==> src/rtl/ysyx_22050499_trap_ctrl.sv <==
// Trap sequencer and CSR write-port arbiter: turns ecall/mret requests into ordered
// CSR read/write sequences followed by a PC redirect; idles as a datapath passthrough.
module ysyx_22050499_trap_ctrl #(
    parameter int DATA_WIDTH = 32
) (
    input  logic                  clock,
    input  logic                  reset,
    input  logic                  trap_valid,
    input  logic [31:0]           trap_pc,
    input  logic [DATA_WIDTH-1:0] trap_cause,
    input  logic                  mret_valid,
    output logic                  req_ready,
    input  logic                  sw_wen,
    input  logic [2:0]            sw_waddr,
    input  logic [DATA_WIDTH-1:0] sw_wdata,
    input  logic [2:0]            sw_raddr,
    output logic [DATA_WIDTH-1:0] sw_rdata,
    output logic                  sw_ready,
    output logic                  csr_wen,
    output logic [2:0]            csr_waddr,
    output logic [DATA_WIDTH-1:0] csr_wdata,
    output logic [2:0]            csr_raddr,
    input  logic [DATA_WIDTH-1:0] csr_rdata,
    output logic                  redirect_valid,
    output logic [31:0]           redirect_pc,
    input  logic                  redirect_ready,
    output logic                  busy
);

    localparam logic [2:0] ADDR_MTVEC   = 3'd1;
    localparam logic [2:0] ADDR_MEPC    = 3'd2;
    localparam logic [2:0] ADDR_MCAUSE  = 3'd3;
    localparam logic [2:0] ADDR_MSTATUS = 3'd4;

    localparam logic [DATA_WIDTH-1:0] TRAP_CLR    = DATA_WIDTH'(32'h0000_1888);
    localparam logic [DATA_WIDTH-1:0] MRET_CLR    = DATA_WIDTH'(32'h0000_0088);
    localparam logic [DATA_WIDTH-1:0] MPIE_SET    = DATA_WIDTH'(32'h0000_0080);
    localparam logic [DATA_WIDTH-1:0] MPP_MACHINE = DATA_WIDTH'(32'h0000_1800);

    typedef enum logic [2:0] {
        IDLE,
        W_EPC,
        W_CAUSE,
        W_STAT,
        RD_TVEC,
        RD_EPC,
        R_STAT,
        REDIR
    } state_t;

    state_t                  state;
    logic [31:0]             pc_q;
    logic [DATA_WIDTH-1:0]   cause_q;
    logic [31:0]             target;
    logic [31:0]             aligned_rdata;
    logic [DATA_WIDTH-1:0]   trap_stat;
    logic [DATA_WIDTH-1:0]   mret_stat;

    assign aligned_rdata = {csr_rdata[31:2], 2'b00};

    // MPIE<-MIE, MIE<-0, MPP<-M on trap entry; the reverse shuffle on mret.
    assign trap_stat = (csr_rdata & ~TRAP_CLR) | (DATA_WIDTH'(csr_rdata[3]) << 7) | MPP_MACHINE;
    assign mret_stat = (csr_rdata & ~MRET_CLR) | (DATA_WIDTH'(csr_rdata[7]) << 3)
                     | MPIE_SET | MPP_MACHINE;

    assign busy        = (state != IDLE);
    assign req_ready   = (state == IDLE);
    assign sw_ready    = (state == IDLE);
    assign sw_rdata    = csr_rdata;
    assign redirect_pc = target;

    always_ff @(posedge clock or negedge reset) begin
        if (!reset) begin
            state          <= IDLE;
            pc_q           <= '0;
            cause_q        <= '0;
            target         <= '0;
            redirect_valid <= 1'b0;
        end else begin
            case (state)
                IDLE: begin
                    if (trap_valid) begin
                        pc_q    <= trap_pc;
                        cause_q <= trap_cause;
                        state   <= W_EPC;
                    end else if (mret_valid) begin
                        state <= RD_EPC;
                    end
                end
                W_EPC:   state <= W_CAUSE;
                W_CAUSE: state <= W_STAT;
                W_STAT:  state <= RD_TVEC;
                RD_TVEC: begin
                    target         <= aligned_rdata;
                    redirect_valid <= 1'b1;
                    state          <= REDIR;
                end
                RD_EPC: begin
                    target <= aligned_rdata;
                    state  <= R_STAT;
                end
                R_STAT: begin
                    redirect_valid <= 1'b1;
                    state          <= REDIR;
                end
                REDIR: begin
                    if (redirect_ready) begin
                        redirect_valid <= 1'b0;
                        state          <= IDLE;
                    end
                end
                default: state <= IDLE;
            endcase
        end
    end

    // The datapath owns the CSR ports only while idle; sequences own them otherwise.
    always_comb begin
        csr_wen   = 1'b0;
        csr_waddr = 3'd0;
        csr_wdata = '0;
        csr_raddr = 3'd0;
        case (state)
            IDLE: begin
                csr_wen   = sw_wen;
                csr_waddr = sw_waddr;
                csr_wdata = sw_wdata;
                csr_raddr = sw_raddr;
            end
            W_EPC: begin
                csr_wen   = 1'b1;
                csr_waddr = ADDR_MEPC;
                csr_wdata = DATA_WIDTH'(pc_q);
            end
            W_CAUSE: begin
                csr_wen   = 1'b1;
                csr_waddr = ADDR_MCAUSE;
                csr_wdata = cause_q;
            end
            W_STAT: begin
                csr_raddr = ADDR_MSTATUS;
                csr_wen   = 1'b1;
                csr_waddr = ADDR_MSTATUS;
                csr_wdata = trap_stat;
            end
            RD_TVEC: csr_raddr = ADDR_MTVEC;
            RD_EPC:  csr_raddr = ADDR_MEPC;
            R_STAT: begin
                csr_raddr = ADDR_MSTATUS;
                csr_wen   = 1'b1;
                csr_waddr = ADDR_MSTATUS;
                csr_wdata = mret_stat;
            end
            default: ;
        endcase
    end

endmodule

==> config.mk <==
export PLATFORM = sky130hd
export DESIGN_NAME = ysyx_22050499_trap_ctrl
export DESIGN_NICKNAME = d
export VERILOG_FILES = /design/src/rtl/ysyx_22050499_trap_ctrl.sv
export SDC_FILE = /design/constraint.sdc
export NUM_CORES = 1
export LEC_CHECK = 0
export ABC_AREA = 1
export CORE_ASPECT_RATIO = 0.5
export CORE_MARGIN = 3
export CORE_UTILIZATION = 30
export CTS_BUF_LIST = sky130_fd_sc_hd__clkbuf_4 sky130_fd_sc_hd__clkbuf_8
export DETAILED_ROUTE_END_ITERATION = 10
export GPL_ROUTABILITY_DRIVEN = 1
export HOLD_SLACK_MARGIN = 0.03
export PLACE_DENSITY = 0.6
export RECOVER_POWER = 50
export SLEW_MARGIN = 40
export SYNTH_ARGS = -nofsm -noshare
export SYNTH_HDL_FRONTEND = slang
export SYNTH_SLANG_ARGS = --single-unit
==> constraint.sdc <==
create_clock -name clock -period 1.7 [get_ports clock]
set_input_delay 0.425 -clock clock [delete_from_list [all_inputs] [get_ports clock]]
set_output_delay 0.425 -clock clock [all_outputs]
set_load 0.01 [all_outputs]
==> results of run 1 <==
-- what timing repair did --
item,4_1_cts,5_1_grt
buffers inserted,33,11
gates resized for setup,411,206
pin swaps,32,35
cloned,18,3
endpoints found under the setup margin,170,132
-- cell families after synthesis --
kind of cell | Yosys count | share of synthesized area (%)
and+or+nand+nor | 478 | 41.8
buffers and inverters | 102 | 10.9
AOI/OAI and AO/OA | 5 | 0.548
other | 1 | 0.0714
DFF | 98 | 46.7
-- cells in the mapped netlist, drive strengths merged --
cell type,n
inv,10
a21oi,1
dfrtp,98
nor3,1
nand2,213
clkbuf,11
buf,81
nor2,12
nand3,220
conb,1
nand4,31
o21ai,2
a31oi,1
o21a,1
nand3b,1
-- path summary, 6_finish.rpt --
kind / end / slack [ns] / depth (start not counted)
setup / recovery: csr_wdata[16] / -0.55 / 8
hold / removal: redirect_pc[27] / 0.34 / 2
min in group clock: redirect_pc[28] / 0.47 / 4
max in group asynchronous: redirect_pc[26] / 0.32 / 2
hold reg to reg: redirect_pc[2] / 0.47 / 2
setup reg to reg: cause_q[28] / -0.19 / 12
-- state kept, by name, indices dropped and copies added (netlist names) --
name	flops
cause_q	32
pc_q	32
redirect_pc	30
state	3
redirect_valid	1
-- routing by layer --
layer	GRT usage [%]	routed length, microns	part of all wire (%)	up-vias
met1	35.7	11200	44	3048
met5	0	13	0.051	-
met4	5.66	496	1.9	2
li1	-	-	-	2874
met2	40.4	11900	47	281
met3	6.37	1820	7.1	46
-- metrics by stage --
step / power (mW) / hold slack [ns] / instances / instance area [sq um] / setup slack (ns)
3_3_place_gp: 12.2 / 0.453 / 1142 / 8230 / -0.642
4_1_cts: 15.4 / 0.0615 / 1208 / 9500 / -0.491
2_1_floorplan: 7.77 / 0.129 / 685 / 5260 / 0.0864
6_report: 16.8 / 0.341 / 1212 / 10200 / -0.546
3_5_place_dp: 12.4 / 0.458 / 1142 / 8230 / -0.611
5_1_grt: 17.8 / 0.470 / 1212 / 10200 / -0.601
-- cells in the final DEF, fill, tap and decap left out, drive strengths merged --
cell	count
nand3	220
nand2	213
buf	172
clkdlybuf4s50	115
dfrtp	98
dlygate4sd2	61
nand4	31
clkbuf	18
clkdlybuf4s15	15
inv	14
nor2	12
dlymetal6s2s	3
o21ai	2
conb	2
clkinv	2
bufbuf	2
nor3	1
o21a	1
nand3b	1
a21oi	1
a31oi	1
-- power by group through the flow --
stage / Combinational (mW) / Sequential (mW) / Clock [mW]
after CTS: 9.67 / 4.18 / 1.53
after global placement: 8.13 / 4.12 / 0
after global routing: 11.5 / 4.68 / 1.63
final: 10.8 / 4.55 / 1.49
after detailed placement: 8.22 / 4.16 / 0
after floorplan: 3.60 / 4.17 / 0
-- cell type report --
cell class	instances	area, sq um
Clock buffer	9	124
Clock inverter	6	57.6
Fill cell	1408	6590
Inverter	10	55.1
Multi-Input combinational cell	485	3260
Sequential cell	98	2450
Tap cell	227	284
Timing Repair Buffer	377	3940
==> out/results.ini, run 1 <==
[worst_setup_path]
crit_top_cell = buf_8
crit_type = reg -> out
path_cells = buf_6 -> nor2_4 -> buf_12 -> buf_8 -> buf_8 -> nand3_2 -> nand4_1 -> buf_2
worst-path-buf-inv = 5
cpPeakStageDelay_ns = 0.47
slowest_stage = dfrtp_2
critPathMaxFanout = 7
r2r-start = state[1]
worstPathArrival_ns = 1.82
end_kind = output pin
start_kind = register
required_ns = 1.27
critPathTopFamily = buffers and inverters
startpoint = state[1]

[floorplan]
die_h_microns = 99.6
design.portCount = 247
fp.dieW_microns = 193
core_area_sq_mm = 0.0168
dieArea_sq_mm = 0.0192
initial_core_util_pct = 31.3
rows = 33

[clock_network]
cts_sinks = 98
insertion_delay_ns = 0.37
cts.reportedPaths.clkPinSlew_ns = 0.10
cts_buffer_depth = 2
cts_made_buffers = 9
hold_buffers = 0
cts_tree = done
htreeDepth = 3
root_buffer = clkbuf_8

[synth]
synth_cells = 684
seq_area_frac_synth_pct = 46.7
synth.distinct_cells = 25
synth_area_leaders = dfrtp_1 47%, nand3_1 21%, nand2_1 15%
syn_area_per_cell_sq_um = 7.68
yosysTopAreaCell = dfrtp_1
yosys_warnings = 0
ys_ff_latch = 98
synth_area_sq_mm = 0.00525
yosysTopAreaCellShare_pct = 46.7

[detailed_routing]
wl_per_cell_microns = 21.0
num_vias = 6251
vias_per_cell = 5.16
drt_iter0_drc = 521
ant_nets = 0
remaining_drc_errors = 0
wirelength_mm = 25.5
first_pass_iters = 5

[timing]
fin_worst_skew_ns = 0.0133
finalSetupTns_ns = -26.20
timing.fmax_ghz = 0.445
slew_violations = 0
relSlewSlack_pct = 0.305
worstMarginPinSlew_ns = 1.50
period_needed_ns = 2.25
hold_viol_final = 0
fin_crit_sh_pct = 132
setup_viol = 106
finalWorstSetupSlack_ns = -0.546
rsz0062_at_grt = true

[final_layout]
final_layout_size_suffix_gt1_share_pct = 41.6
utilization_pct = 60.7
antennaDiodeCount = 0
nets = 1121
syn_to_final_growth_pct = 93.6

[pwr]
p_seq_share_pct = 27.1
vdd_drop_max_mv = 0.805
clockPowerShare_pct = 8.9
p_sw_mw = 7.56
cellLeakagePower_nw = 4.70
power.density_mw_per_mm2 = 1650
intPower_mw = 9.24
combPwrFrac_pct = 64.1
swShare_pct = 45.0

[global_route]
grt_usage_pct = 25.6
grt_max_degree = 73
grt_pass1_vias = 6347
grt_pass1_wl_mm = 37.5
grt_overflow = 0
antenna_found_initial = 1

[placed_design]
hpwl_mm = 16.3
gp_congestion = 0.965
port_buffers = 244

[min_path]
hold_path.class = in -> async

[flow_run]
drv_cap = 1

[outcome]
outcome = finished, violations left
violations = capacitance limit, setup timing

No activity file was read; power rests on OpenSTA's default activity.
==> run 2, diff against run 1 <==
--- a/config.mk
+++ b/config.mk
@@ -11,7 +11,7 @@
 export CORE_UTILIZATION = 30
 export CTS_BUF_LIST = sky130_fd_sc_hd__clkbuf_4 sky130_fd_sc_hd__clkbuf_8
 export DETAILED_ROUTE_END_ITERATION = 10
-export GPL_ROUTABILITY_DRIVEN = 1
+export GPL_ROUTABILITY_DRIVEN = 0
 export HOLD_SLACK_MARGIN = 0.03
 export PLACE_DENSITY = 0.6
 export RECOVER_POWER = 50
==> results of run 2 <==
The final DEF is identical to that of run 1; final timing and power are the same.
